==> config.mk <==
export PLATFORM = sky130hd
export DESIGN_NAME = ps2_key_channelizer_flat
export DESIGN_NICKNAME = d
export VERILOG_FILES = /design/src/rtl/ps2_pkg.sv /design/src/rtl/ps2_key_channelizer_if.sv /design/src/rtl/ps2_rx_frame.sv /design/src/rtl/ps2_key_channelizer.sv /design/src/flat_wrapper.sv
export SDC_FILE = /design/constraint.sdc
export NUM_CORES = 1
export LEC_CHECK = 0
export ABC_CLOCK_PERIOD_IN_PS = 4200
export BUFFER_PORTS_ARGS = -buffer_cell sky130_fd_sc_hd__clkbuf_2
export CAP_MARGIN = 20
export CORE_ASPECT_RATIO = 1.25
export CORE_UTILIZATION = 32
export DETAILED_ROUTE_END_ITERATION = 6
export PLACE_DENSITY = 0.58
export SLEW_MARGIN = 15
export SYNTH_ARGS = -nofsm -noshare
export SYNTH_HDL_FRONTEND = slang
export SYNTH_SLANG_ARGS = --single-unit
==> constraint.sdc <==
create_clock -name CLK_50 -period 4.2 [get_ports CLK_50]
set_input_delay 0.21 -clock CLK_50 [delete_from_list [all_inputs] [get_ports CLK_50]]
set_output_delay 0.21 -clock CLK_50 [all_outputs]
set_load 0.01 [all_outputs]
==> src/rtl/ps2_pkg.sv <==
// Shared constants and state types for the PS/2 key channelizer.
package ps2_pkg;

  localparam logic [7:0] PS2_E0    = 8'hE0;
  localparam logic [7:0] PS2_BREAK = 8'hF0;
  localparam logic [7:0] CH_OFF    = 8'hF0;

  // Keyboard housekeeping bytes that never represent a key press
  localparam logic [7:0] IGN_BAT_OK = 8'hAA;
  localparam logic [7:0] IGN_ACK    = 8'hFA;
  localparam logic [7:0] IGN_RESEND = 8'hFE;
  localparam logic [7:0] IGN_ECHO   = 8'hEE;
  localparam logic [7:0] IGN_ERR0   = 8'h00;
  localparam logic [7:0] IGN_ERR1   = 8'hFF;

  typedef enum logic [1:0] {
    FR_IDLE,
    FR_DATA,
    FR_PARITY,
    FR_STOP
  } frame_state_t;

  typedef enum logic [1:0] {
    DEC_NORMAL,
    DEC_E0,
    DEC_F0,
    DEC_E0F0
  } decode_state_t;

  function automatic logic is_ignored(input logic [7:0] code);
    return (code == IGN_BAT_OK) || (code == IGN_ACK)  || (code == IGN_RESEND) ||
           (code == IGN_ECHO)   || (code == IGN_ERR0) || (code == IGN_ERR1);
  endfunction

endpackage

==> src/rtl/ps2_key_channelizer_if.sv <==
// Pin-side inputs and key/channel outputs of the PS/2 key channelizer.
interface ps2_key_channelizer_if;

  logic       PS2_CLK;
  logic       PS2_DAT;
  logic [7:0] scan_code1;
  logic [7:0] scan_code2;
  logic [7:0] key1_code;
  logic       key_ext;
  logic       key_strobe;
  logic       frame_err;

  modport master (
    input  PS2_CLK, PS2_DAT,
    output scan_code1, scan_code2, key1_code, key_ext, key_strobe, frame_err
  );

  modport slave (
    output PS2_CLK, PS2_DAT,
    input  scan_code1, scan_code2, key1_code, key_ext, key_strobe, frame_err
  );

endinterface

==> src/rtl/ps2_rx_frame.sv <==
// PS/2 receive front end: pin synchronizers, clock glitch filter,
// 11-bit frame FSM and an inter-edge watchdog that aborts stalled frames.
module ps2_rx_frame
  import ps2_pkg::*;
#(
  parameter int SYNC_STAGES = 2,
  parameter int FILTER_LEN  = 8,
  parameter int TIMEOUT_CYC = 5000
) (
  input  logic       CLK_50,
  input  logic       RESET,
  input  logic       ps2_clk_pin,
  input  logic       ps2_dat_pin,
  output logic [7:0] rx_byte,
  output logic       rx_valid,
  output logic       frame_err
);

  localparam int FCW = $clog2(FILTER_LEN + 1);
  localparam int WDW = $clog2(TIMEOUT_CYC + 1);

  logic [SYNC_STAGES-1:0] clk_sync, dat_sync;
  logic                   clk_s, dat_s;
  logic                   clk_filt, clk_filt_d, fall_evt;
  logic [FCW-1:0]         filt_cnt;
  logic [WDW-1:0]         wd_cnt;
  logic [7:0]             shift_reg;
  logic [2:0]             bit_cnt;
  logic                   par_bit;
  logic                   timeout;
  logic                   valid_next, err_next;
  frame_state_t           state, state_next;

  assign clk_s    = clk_sync[SYNC_STAGES-1];
  assign dat_s    = dat_sync[SYNC_STAGES-1];
  assign fall_evt = clk_filt_d & ~clk_filt;
  assign timeout  = (state != FR_IDLE) && !fall_evt && (wd_cnt == WDW'(TIMEOUT_CYC - 1));
  assign rx_byte  = shift_reg;

  // Bring both idle-high pins into the CLK_50 domain
  always_ff @(posedge CLK_50 or posedge RESET) begin
    if (RESET) begin
      clk_sync <= '1;
      dat_sync <= '1;
    end else begin
      clk_sync <= {clk_sync[SYNC_STAGES-2:0], ps2_clk_pin};
      dat_sync <= {dat_sync[SYNC_STAGES-2:0], ps2_dat_pin};
    end
  end

  // Filtered clock only flips after FILTER_LEN consecutive samples of the new level
  always_ff @(posedge CLK_50 or posedge RESET) begin
    if (RESET) begin
      clk_filt   <= 1'b1;
      clk_filt_d <= 1'b1;
      filt_cnt   <= '0;
    end else begin
      clk_filt_d <= clk_filt;
      if (clk_s == clk_filt) begin
        filt_cnt <= '0;
      end else if (filt_cnt == FCW'(FILTER_LEN - 1)) begin
        clk_filt <= clk_s;
        filt_cnt <= '0;
      end else begin
        filt_cnt <= filt_cnt + 1'b1;
      end
    end
  end

  // Frame state register
  always_ff @(posedge CLK_50 or posedge RESET) begin
    if (RESET) state <= FR_IDLE;
    else        state <= state_next;
  end

  // Frame next-state: advance one field per falling edge, watchdog forces IDLE
  always_comb begin
    state_next = state;
    if (timeout) begin
      state_next = FR_IDLE;
    end else if (fall_evt) begin
      case (state)
        FR_IDLE:   if (!dat_s) state_next = FR_DATA;
        FR_DATA:   if (bit_cnt == 3'd7) state_next = FR_PARITY;
        FR_PARITY: state_next = FR_STOP;
        FR_STOP:   state_next = FR_IDLE;
        default:   state_next = FR_IDLE;
      endcase
    end
  end

  // Frame outputs: good byte on a clean stop bit with odd parity, error otherwise
  always_comb begin
    valid_next = 1'b0;
    err_next   = 1'b0;
    if (timeout) begin
      err_next = 1'b1;
    end else if (fall_evt) begin
      case (state)
        FR_IDLE: err_next = dat_s;
        FR_STOP: begin
          if (dat_s && (^{shift_reg, par_bit})) valid_next = 1'b1;
          else                                  err_next   = 1'b1;
        end
        default: ;
      endcase
    end
  end

  // Datapath: shifter, bit counter, parity capture, watchdog and registered pulses
  always_ff @(posedge CLK_50 or posedge RESET) begin
    if (RESET) begin
      shift_reg <= '0;
      bit_cnt   <= '0;
      par_bit   <= 1'b0;
      wd_cnt    <= '0;
      rx_valid  <= 1'b0;
      frame_err <= 1'b0;
    end else begin
      rx_valid  <= valid_next;
      frame_err <= err_next;
      if (fall_evt || state == FR_IDLE) wd_cnt <= '0;
      else                              wd_cnt <= wd_cnt + 1'b1;
      if (fall_evt) begin
        case (state)
          FR_IDLE:   bit_cnt <= '0;
          FR_DATA: begin
            shift_reg <= {dat_s, shift_reg[7:1]};
            bit_cnt   <= bit_cnt + 1'b1;
          end
          FR_PARITY: par_bit <= dat_s;
          default: ;
        endcase
      end
    end
  end

endmodule

==> src/rtl/ps2_key_channelizer.sv <==
// PS/2 keyboard front end for the staff/sound path: decodes make/break/E0
// sequences and assigns held note keys to two voice channels.
module ps2_key_channelizer
  import ps2_pkg::*;
#(
  parameter int SYNC_STAGES = 2,
  parameter int FILTER_LEN  = 8,
  parameter int TIMEOUT_CYC = 5000
) (
  input logic                   CLK_50,
  input logic                   RESET,
  ps2_key_channelizer_if.master bus
);

  logic [7:0]    rx_byte;
  logic          rx_valid, rx_err;
  logic          is_make, is_break, seq_ext;
  logic [7:0]    scan1, scan2, key_code;
  logic          key_ext_r, key_strobe_r;
  decode_state_t dec_state, dec_next;

  ps2_rx_frame #(
    .SYNC_STAGES (SYNC_STAGES),
    .FILTER_LEN  (FILTER_LEN),
    .TIMEOUT_CYC (TIMEOUT_CYC)
  ) u_rx (
    .CLK_50      (CLK_50),
    .RESET       (RESET),
    .ps2_clk_pin (bus.PS2_CLK),
    .ps2_dat_pin (bus.PS2_DAT),
    .rx_byte     (rx_byte),
    .rx_valid    (rx_valid),
    .frame_err   (rx_err)
  );

  assign bus.scan_code1 = scan1;
  assign bus.scan_code2 = scan2;
  assign bus.key1_code  = key_code;
  assign bus.key_ext    = key_ext_r;
  assign bus.key_strobe = key_strobe_r;
  assign bus.frame_err  = rx_err;

  // Decode state register
  always_ff @(posedge CLK_50 or posedge RESET) begin
    if (RESET) dec_state <= DEC_NORMAL;
    else       dec_state <= dec_next;
  end

  // Decode next-state: prefixes accumulate, any other byte returns to NORMAL
  always_comb begin
    dec_next = dec_state;
    if (rx_valid) begin
      case (dec_state)
        DEC_NORMAL: begin
          if      (rx_byte == PS2_E0)    dec_next = DEC_E0;
          else if (rx_byte == PS2_BREAK) dec_next = DEC_F0;
        end
        DEC_E0:  dec_next = (rx_byte == PS2_BREAK) ? DEC_E0F0 : DEC_NORMAL;
        default: dec_next = DEC_NORMAL;
      endcase
    end
  end

  // Decode outputs: classify the received byte as make or break
  always_comb begin
    is_make  = 1'b0;
    is_break = 1'b0;
    seq_ext  = 1'b0;
    if (rx_valid) begin
      case (dec_state)
        DEC_NORMAL: is_make = (rx_byte != PS2_E0) && (rx_byte != PS2_BREAK) && !is_ignored(rx_byte);
        DEC_E0: begin
          is_make = (rx_byte != PS2_BREAK);
          seq_ext = 1'b1;
        end
        DEC_F0: is_break = 1'b1;
        DEC_E0F0: begin
          is_break = 1'b1;
          seq_ext  = 1'b1;
        end
        default: ;
      endcase
    end
  end

  // Key report and channel allocation; extended keys never occupy a channel
  always_ff @(posedge CLK_50 or posedge RESET) begin
    if (RESET) begin
      scan1        <= CH_OFF;
      scan2        <= CH_OFF;
      key_code     <= 8'h00;
      key_ext_r    <= 1'b0;
      key_strobe_r <= 1'b0;
    end else begin
      key_strobe_r <= is_make;
      if (is_make) begin
        key_code  <= rx_byte;
        key_ext_r <= seq_ext;
        if (!seq_ext && rx_byte != scan1 && rx_byte != scan2) begin
          if      (scan1 == CH_OFF) scan1 <= rx_byte;
          else if (scan2 == CH_OFF) scan2 <= rx_byte;
        end
      end
      if (is_break && !seq_ext) begin
        if (rx_byte == scan1) scan1 <= CH_OFF;
        if (rx_byte == scan2) scan2 <= CH_OFF;
      end
    end
  end

endmodule

==> src/flat_wrapper.sv <==
// flat-port wrapper written by rule: the top's interface ports become plain ports
module ps2_key_channelizer_flat import ps2_pkg::*;
#(
  parameter int SYNC_STAGES = 2,
  parameter int FILTER_LEN  = 8,
  parameter int TIMEOUT_CYC = 5000
)
  (CLK_50, RESET, bus_PS2_CLK, bus_PS2_DAT, bus_scan_code1, bus_scan_code2, bus_key1_code, bus_key_ext, bus_key_strobe, bus_frame_err);
  ps2_key_channelizer_if bus_i ();
  input logic CLK_50;
  input logic RESET;
  input wire logic [$bits(bus_i.PS2_CLK)-1:0] bus_PS2_CLK;
  input wire logic [$bits(bus_i.PS2_DAT)-1:0] bus_PS2_DAT;
  output wire logic [$bits(bus_i.scan_code1)-1:0] bus_scan_code1;
  output wire logic [$bits(bus_i.scan_code2)-1:0] bus_scan_code2;
  output wire logic [$bits(bus_i.key1_code)-1:0] bus_key1_code;
  output wire logic [$bits(bus_i.key_ext)-1:0] bus_key_ext;
  output wire logic [$bits(bus_i.key_strobe)-1:0] bus_key_strobe;
  output wire logic [$bits(bus_i.frame_err)-1:0] bus_frame_err;
  assign bus_i.PS2_CLK = bus_PS2_CLK;
  assign bus_i.PS2_DAT = bus_PS2_DAT;
  assign bus_scan_code1 = bus_i.scan_code1;
  assign bus_scan_code2 = bus_i.scan_code2;
  assign bus_key1_code = bus_i.key1_code;
  assign bus_key_ext = bus_i.key_ext;
  assign bus_key_strobe = bus_i.key_strobe;
  assign bus_frame_err = bus_i.frame_err;
  ps2_key_channelizer #(.SYNC_STAGES(SYNC_STAGES), .FILTER_LEN(FILTER_LEN), .TIMEOUT_CYC(TIMEOUT_CYC)) u_core (.CLK_50(CLK_50), .RESET(RESET), .bus(bus_i));
endmodule
==> run metrics, run 1 <==
Max Root-Sink Buffers 2; area delta synth->final 15.77%; Synth Flop Type dfrtp_1; via/cell ratio 5.065; # port buffers 30; most common cell after layout, fill and taps aside dfrtp_1; CP max-delay cell dfrtp_1; fraction of layout cells with a size suffix above 1 19.35%; Max Clock Freq 0.4673 GHz; FF/Latch Area 1694 sq um; critical path capture point u_core.bus.scan_code2[2]$_DFF_PP0_; power per cell area 474.0 nW/um^2; mapped cell area 3268 sq um; CP Data Arrival Time 2.40 ns; Vias 2,340; Final setup viols 0; Seq cells post-synth 67; Critical Path RT 4.46 ns; fin crit period 2.140 ns; Worst slew margin 38.73%; CTS resizes 0; sequential area share after synthesis 51.84%; Setup Crit Path Kind flop to flop; TNS Setup 0 ns; r2r worst-path depth 5; global-route usage over all layers 14.37%; reg2reg start u_core.u_rx.rx_byte[6]$_DFFE_PP0P_; Final Cycle Share 50.95%; actual slew at the worst max-slew pin 0.9177 ns; EDFF count, synth 0; Remaining DRCs 0; worst min path class input port to asynchronous set/reset pin; footprint of the multi-input gates 1428 sq um; internal reg-to-reg setup slack 2.06 ns; Inserted Diodes 0; clock root buffer master clkbuf_16; final core occ 38.77%; GRT Residual Overflow 0; die height 115.0 um; largest net degree at the start of global routing 45; number of global-route vias before repair 2,446; Iter 0 DRT Violations 88; worst-path cell chain and3_4, o21a_1, or3_4, nor4_4, a32o_1; Leak 1.606 nW; crit-path max cell delay 0.50 ns; initial antenna violation count 0; WL per Instance 14.76 um; Num CTS Buffers 9; Clock transition at path regs 0.05 ns; Starting Density 33.49%; clock sinks 67; CP max FO 10; status complete, no violations; 1st-pass router iterations 4; final hold violation count 0; Max Slew Vio Count 0; HPWL Detailed 4620 um; delay-heaviest family, CP simple AND/OR/NAND/NOR gates; reg-to-reg endpoint u_core.bus.scan_code2[2]$_DFF_PP0_; Fillers 956; Site Rows 40; Syn Area/Cell 10.86 sq um; Max Cap Viol 0; Netlist cell types 46; Clk Latency, worst-skew pair 0.33 ns; Placeable Area 9759 sq um; die area 10,620 sq um; H-tree Lvls 3; Crit. path cell count 5; final WL 6821 um; CP startpoint u_core.u_rx.rx_byte[6]$_DFFE_PP0P_; RSZ-0062 raised after global routing no; WP buf/inv 0; most frequent cells in the layout dfrtp_1, clkbuf_2, xnor2_1; Max VDD drop 0.0002397 V; Synth async-reset ratio 100.0%; first-pass GRT wire length 11,880 um; Synth Instances 301; Synth Warn # 0; NumNets Final 343; CTS tree built; IO Pins 31; crit path capture type flop; antenna viol nets, final 0; Die W 92.39 um; Clock Skews 0.006257 ns; Startpoint Class flop; Net Count, Synth 313; placer congestion estimate 0.8007
## worst min path at each step
stage                                              end  depth (start not counted)  slack, ns
floorplan            u_core.u_rx.clk_sync[0]$_DFF_PP1_                          0       0.21
global placement     u_core.u_rx.dat_sync[0]$_DFF_PP1_                          1       0.30
detailed placement   u_core.u_rx.dat_sync[0]$_DFF_PP1_                          1       0.30
CTS                 u_core.u_rx.bit_cnt[0]$_DFFE_PP0P_                          2       0.11
global route           u_core.u_rx.wd_cnt[1]$_DFF_PP0_                          2       0.17
finish              u_core.u_rx.rx_byte[2]$_DFFE_PP0P_                          2       0.08
## cell usage after synthesis, types with 6 or more instances
master	instances	share of area [%]
buf_2	6	0.92
ha_1	8	3.1
o21ai_0	11	1.7
inv_1	20	2.3
nor4_1	6	1.1
nand2_1	20	2.3
nand3_1	8	1.2
xor2_1	8	2.1
dfstp_2	14	11
dfrtp_1	53	41
nor2_1	22	2.5
nand2b_1	10	1.9
xnor2_1	26	7.0
nand4_1	8	1.5
a21oi_1	6	0.92
o32ai_1	9	2.4
a32o_1	7	2.1
## repair_timing
action,in CTS,in global routing
endpoints found under the setup margin,0,0
hold buffers,2,0
setup buffers,0,0
hold endpoints to repair,2,0
## state kept, by name (all words and copies together) (netlist names)
register	count
u_core.u_rx.clk_filt_d	1
u_core.u_rx.filt_cnt	4
u_core.u_rx.wd_cnt	13
u_core.u_rx.rx_byte	8
u_core.dec_state	2
u_core.u_rx.clk_filt	1
u_core.bus.key_strobe	1
u_core.bus.key1_code	8
u_core.u_rx.bit_cnt	3
u_core.u_rx.rx_valid	1
u_core.bus.scan_code1	8
u_core.u_rx.clk_sync	2
u_core.u_rx.dat_sync	2
u_core.u_rx.state	2
u_core.u_rx.frame_err	1
u_core.bus.scan_code2	8
u_core.bus.key_ext	1
u_core.u_rx.par_bit	1
## report_power, final
group	internal, mW	switching [mW]	leakage, nW
logic	0.137	0.230	0.608
clock network	0.401	0.256	0.119
registers	0.712	0.0582	0.879
total	1.25	0.544	1.61
## logic make-up (layout without fill, tap and decap cells)
kind of cell	count (synthesis)	after routing	synth area share, %
simple gates	97	97	16.46
mux	5	5	1.684
buf+inv	34	69	4.479
fa+ha+maj	8	8	3.063
compound gates	55	55	12.67
xor+xnor	35	35	9.801
flops	67	67	51.84
## stage by stage
stage	instances	power (mW)	worst slack, ns	area, sq um	hold slack [ns]
finish	462	1.793	2.060	3784	0.08018
global route	462	1.903	1.921	3784	0.1670
CTS	462	1.818	2.037	3784	0.1106
detailed placement	444	1.146	2.048	3512	0.3001
global placement	444	1.140	2.103	3512	0.2983
floorplan	301	1.076	2.321	3268	0.2145
## cell type report
cell class                      count  area share [%]
Multi-Input combinational cell    200           37.73
Inverter                           20           1.984
Sequential cell                    67           44.77
Clock buffer                       16           6.647
Tap cell                          126           4.167
Timing Repair Buffer               33           4.696
## metal layers
layer / routed length, um / up-vias / track usage (%)
li1: - / 1131 / -
met1: 3121 / 1152 / 17.71
met2: 3357 / 43 / 23.95
met3: 184 / 14 / 2.778
met4: 157 / 0 / 7.292
met5: 0 / - / 0
Power figures use the tool's default switching activity.
==> run 2, diff against run 1 <==
ABC_AREA = 1   (was not set)
ABC_CLOCK_PERIOD_IN_PS = 2100   (was 4200)
clock period = 2.1 ns   (was 4.2 ns; I/O delays follow)
==> run metrics, run 2 <==
# port buffers 30 (unchanged); actual slew at the worst max-slew pin 0.5568 ns (-0.3609 ns); Vias 3,258 (+39%); area delta synth->final 17.32%; crit-path max cell delay 0.58 ns (+0.08 ns); hold path start u_core.u_rx.dat_sync[0]$_DFF_PP1_; CP startpoint u_core.u_rx.rx_byte[5]$_DFFE_PP0P_; Net Count, Synth 501 (+60%); global-route usage over all layers 15.44% (+1.1 points); CTS tree built; Setup Crit Path Kind flop to flop; H-tree Lvls 3 (unchanged); Crit. path cell count 10 (+5); largest area contributor in the netlist dfrtp_1; WL per Instance 12.65 um (-14%); crit path capture type flop; Largest Register u_core.u_rx.wd_cnt; Clock transition at path regs 0.06 ns (about the same); Synth async-reset ratio 100.0% (unchanged); switching power share of the total 29.54% (-0.79 points); Inserted Diodes 0 (unchanged); most common cell after layout, fill and taps aside nand2_1; Startpoint Class flop; sequential area share after synthesis 45.09% (-6.7 points); mapped cell area 3757 sq um (+15%); CP max-delay cell dfrtp_1; Die W 98.92 um (+7.1%); dominant cell type by count on the critical path nand2_1; die area 12,180 sq um (+15%); IO Pins 31 (unchanged); top cell type's share of synthesized area 35.30% (-5.3 points); final WL 8514 um (+25%); RSZ-0062 raised after global routing no; Clk Latency, worst-skew pair 0.33 ns (about the same); HPWL Detailed 6180 um (+34%); synth top area cells dfrtp_1, nand2_1, dfstp_2, nand3_1, inv_1; NumNets Final 545 (+59%); GRT Residual Overflow 0 (unchanged); Clock Skews 0.008595 ns (+0.002339 ns); die height 123.2 um (+7.1%); 1st-pass router iterations 4 (unchanged); Synth Instances 489 (+62%); clock sinks 67 (unchanged); Worst slew margin 62.79% (+24 points); part of the power in the clock network 38.8% (+2.2 points); number of global-route vias before repair 3,238 (+32%); placer congestion estimate 0.8323 (+3.9%); Comb power frac 19.0% (-1.4 points); EDFF count, synth 0 (unchanged); Max Slew Vio Count 0 (unchanged); Seq cells post-synth 67 (unchanged); antenna viol nets, final 0 (unchanged); most frequent cell after synthesis nand2_1; fin crit period 1.930 ns (-0.2096 ns); WP buf/inv 2 (+2); Max VDD drop 0.0004101 V (+71%); Hold Path Sink u_core.u_rx.dat_sync[1]$_DFF_PP1_; Iter 0 DRT Violations 169 (+92%); Num CTS Buffers 9 (unchanged); setup bufs post-CTS 0 (unchanged); Synth Flop Type dfrtp_1; r2r worst-path depth 10 (+5); Max Clock Freq 0.5180 GHz (+11%); Flop pwr share 42.2% (-0.8 points); status complete, no violations; Starting Density 33.41% (-0.072 points); synth cell count leaders nand2_1, dfrtp_1, inv_1; first-pass GRT wire length 14,810 um (+25%); CP Data Arrival Time 2.19 ns (-0.21 ns); reg-to-reg endpoint u_core.bus.scan_code2[3]$_DFF_PP0_; via/cell ratio 4.841 (-4.4%); dpl ws 0.1921 ns (-1.856 ns); initial antenna violation count 0 (unchanged); Netlist cell types 34 (-26%); clock root buffer master clkbuf_16; Leak 2.155 nW (+34%); final hold violation count 0 (unchanged); Syn Area/Cell 7.684 sq um (-29%); most frequent cells in the layout nand2_1, inv_1, dfrtp_1; Placeable Area 11,240 sq um (+15%); Critical Path RT 2.36 ns (-2.10 ns); TNS Setup 0 ns (unchanged); power per cell area 815.1 nW/um^2 (+72%); worst-path cell chain nand2_4, nor2_4, inv_1, nor2_2, nand3b_2, nand2_1, nand2_2, buf_12, nand2_1, a21oi_2; Site Rows 43 (+7.5%); Largest register FFs 13 (unchanged); Final setup viols 0 (unchanged); Remaining DRCs 0 (unchanged); Hold Path Cell Cnt 0; Max Root-Sink Buffers 2 (unchanged); internal reg-to-reg setup slack 0.17 ns (-1.89 ns); delay-heaviest family, CP simple AND/OR/NAND/NOR gates; Net Switching 1.061 mW (+95%); design internal power 2.532 mW (+100%); reg2reg start u_core.u_rx.rx_byte[5]$_DFFE_PP0P_; worst min path class flop to flop; largest net degree at the start of global routing 68 (+51%); Max Cap Viol 0 (unchanged); CP max FO 19 (+9); Worst Setup Slack, final 0.1697 ns (-1.890 ns); Final Cycle Share 91.92% (+41 points); fraction of layout cells with a size suffix above 1 18.22% (-1.1 points); Synth Warn # 0 (unchanged)
-- run 2: cell types whose count changed in the layout (fill, tap and decap cells not counted), moves of 7 or more --
cell / previous run / this run
nand2_1: 20 / 144
nand3_1: 8 / 45
inv_1: 19 / 51
nor2_1: 22 / 46
o21ai_0: 11 / 32
xnor2_1: 26 / 13
nand2b_1: 10 / 0
a21oi_1: 6 / 15
o32ai_1: 9 / 0
buf_4: 1 / 9
a32o_1: 7 / 0
-- run 2: area by class of cell --
type	count	area [sq um]
inverters	56	210.2
flip-flops and latches	67	1698
clock inverters	2	10.01
multi-input cells	355	1769
clock buffers	14	264.0
well taps	135	168.9
fillers	1144	6837
repair buffers	44	287.8
-- run 2: routing by layer --
metal | wire length [um] | vias to the layer above | global-route usage (%)
li1 | - | 1653 | -
met1 | 3783 | 1513 | 17.80
met2 | 4191 | 73 | 27.32
met3 | 317 | 19 | 3.392
met4 | 222 | 0 | 7.183
met5 | 0 | - | 0
-- run 2: how the worst max path moves through the flow --
stage / slack [ns] / endpoint
finish: 0.17 / u_core.bus.scan_code2[3]$_DFF_PP0_
global route: 0.01 / u_core.bus.scan_code1[7]$_DFF_PP1_
CTS: 0.17 / u_core.bus.scan_code2[3]$_DFF_PP0_
detailed placement: 0.19 / u_core.bus.scan_code1[3]$_DFF_PP0_
global placement: 0.16 / u_core.bus.scan_code1[3]$_DFF_PP0_
floorplan: 0.34 / u_core.bus.key1_code[0]$_DFFE_PP0N_
-- run 2: worst reg2reg max path, stage by stage (launching register included) --
cell and delay (ns):
dfrtp_1 0.58, nand2_4 0.13, nor2_4 0.15, inv_1 0.06, nor2_2 0.14, nand3b_2 0.18
nand2_1 0.08, nand2_2 0.18, buf_12 0.18, nand2_1 0.07, a21oi_2 0.12
-- run 2: power groups by stage --
stage	combinational (mW)	sequential [mW]	clock (mW)
after floorplan	0.559	1.49	0
after global placement	0.671	1.53	0
after detailed placement	0.688	1.53	0
after CTS	0.694	1.51	1.44
after global routing	0.810	1.53	1.49
final	0.683	1.52	1.40
-- run 2: what timing repair did --
action / CTS / global route
hold endpoints to repair: 55 / 0
hold buffers: 3 / 0
setup endpoints to repair: 0 / 14
resized for setup: 0 / 4
-- run 2: kinds of logic after synthesis --
group / synth area share (%)
adders and majority gates: 2.664
buffers and inverters: 7.958
AOI/OAI and AO/OA: 7.992
muxes: 0.2997
DFF: 45.09
xor gates and xnor gates: 3.963
and+or+nand+nor: 32.03
-- run 2: through the flow --
stage          utilization [%]  power (mW)  area, sq um  hold WS (ns)  cells
2_1_floorplan                -       2.049         3757        0.1095    489
3_3_place_gp             36.42       2.200         4095        0.1932    654
3_5_place_dp             36.42       2.222         4095        0.1923    654
4_1_cts                  39.12       3.646         4399        0.3566    673
5_1_grt                  39.20       3.831         4408        0.3604    673
6_report                 39.20       3.593         4408        0.3545    673
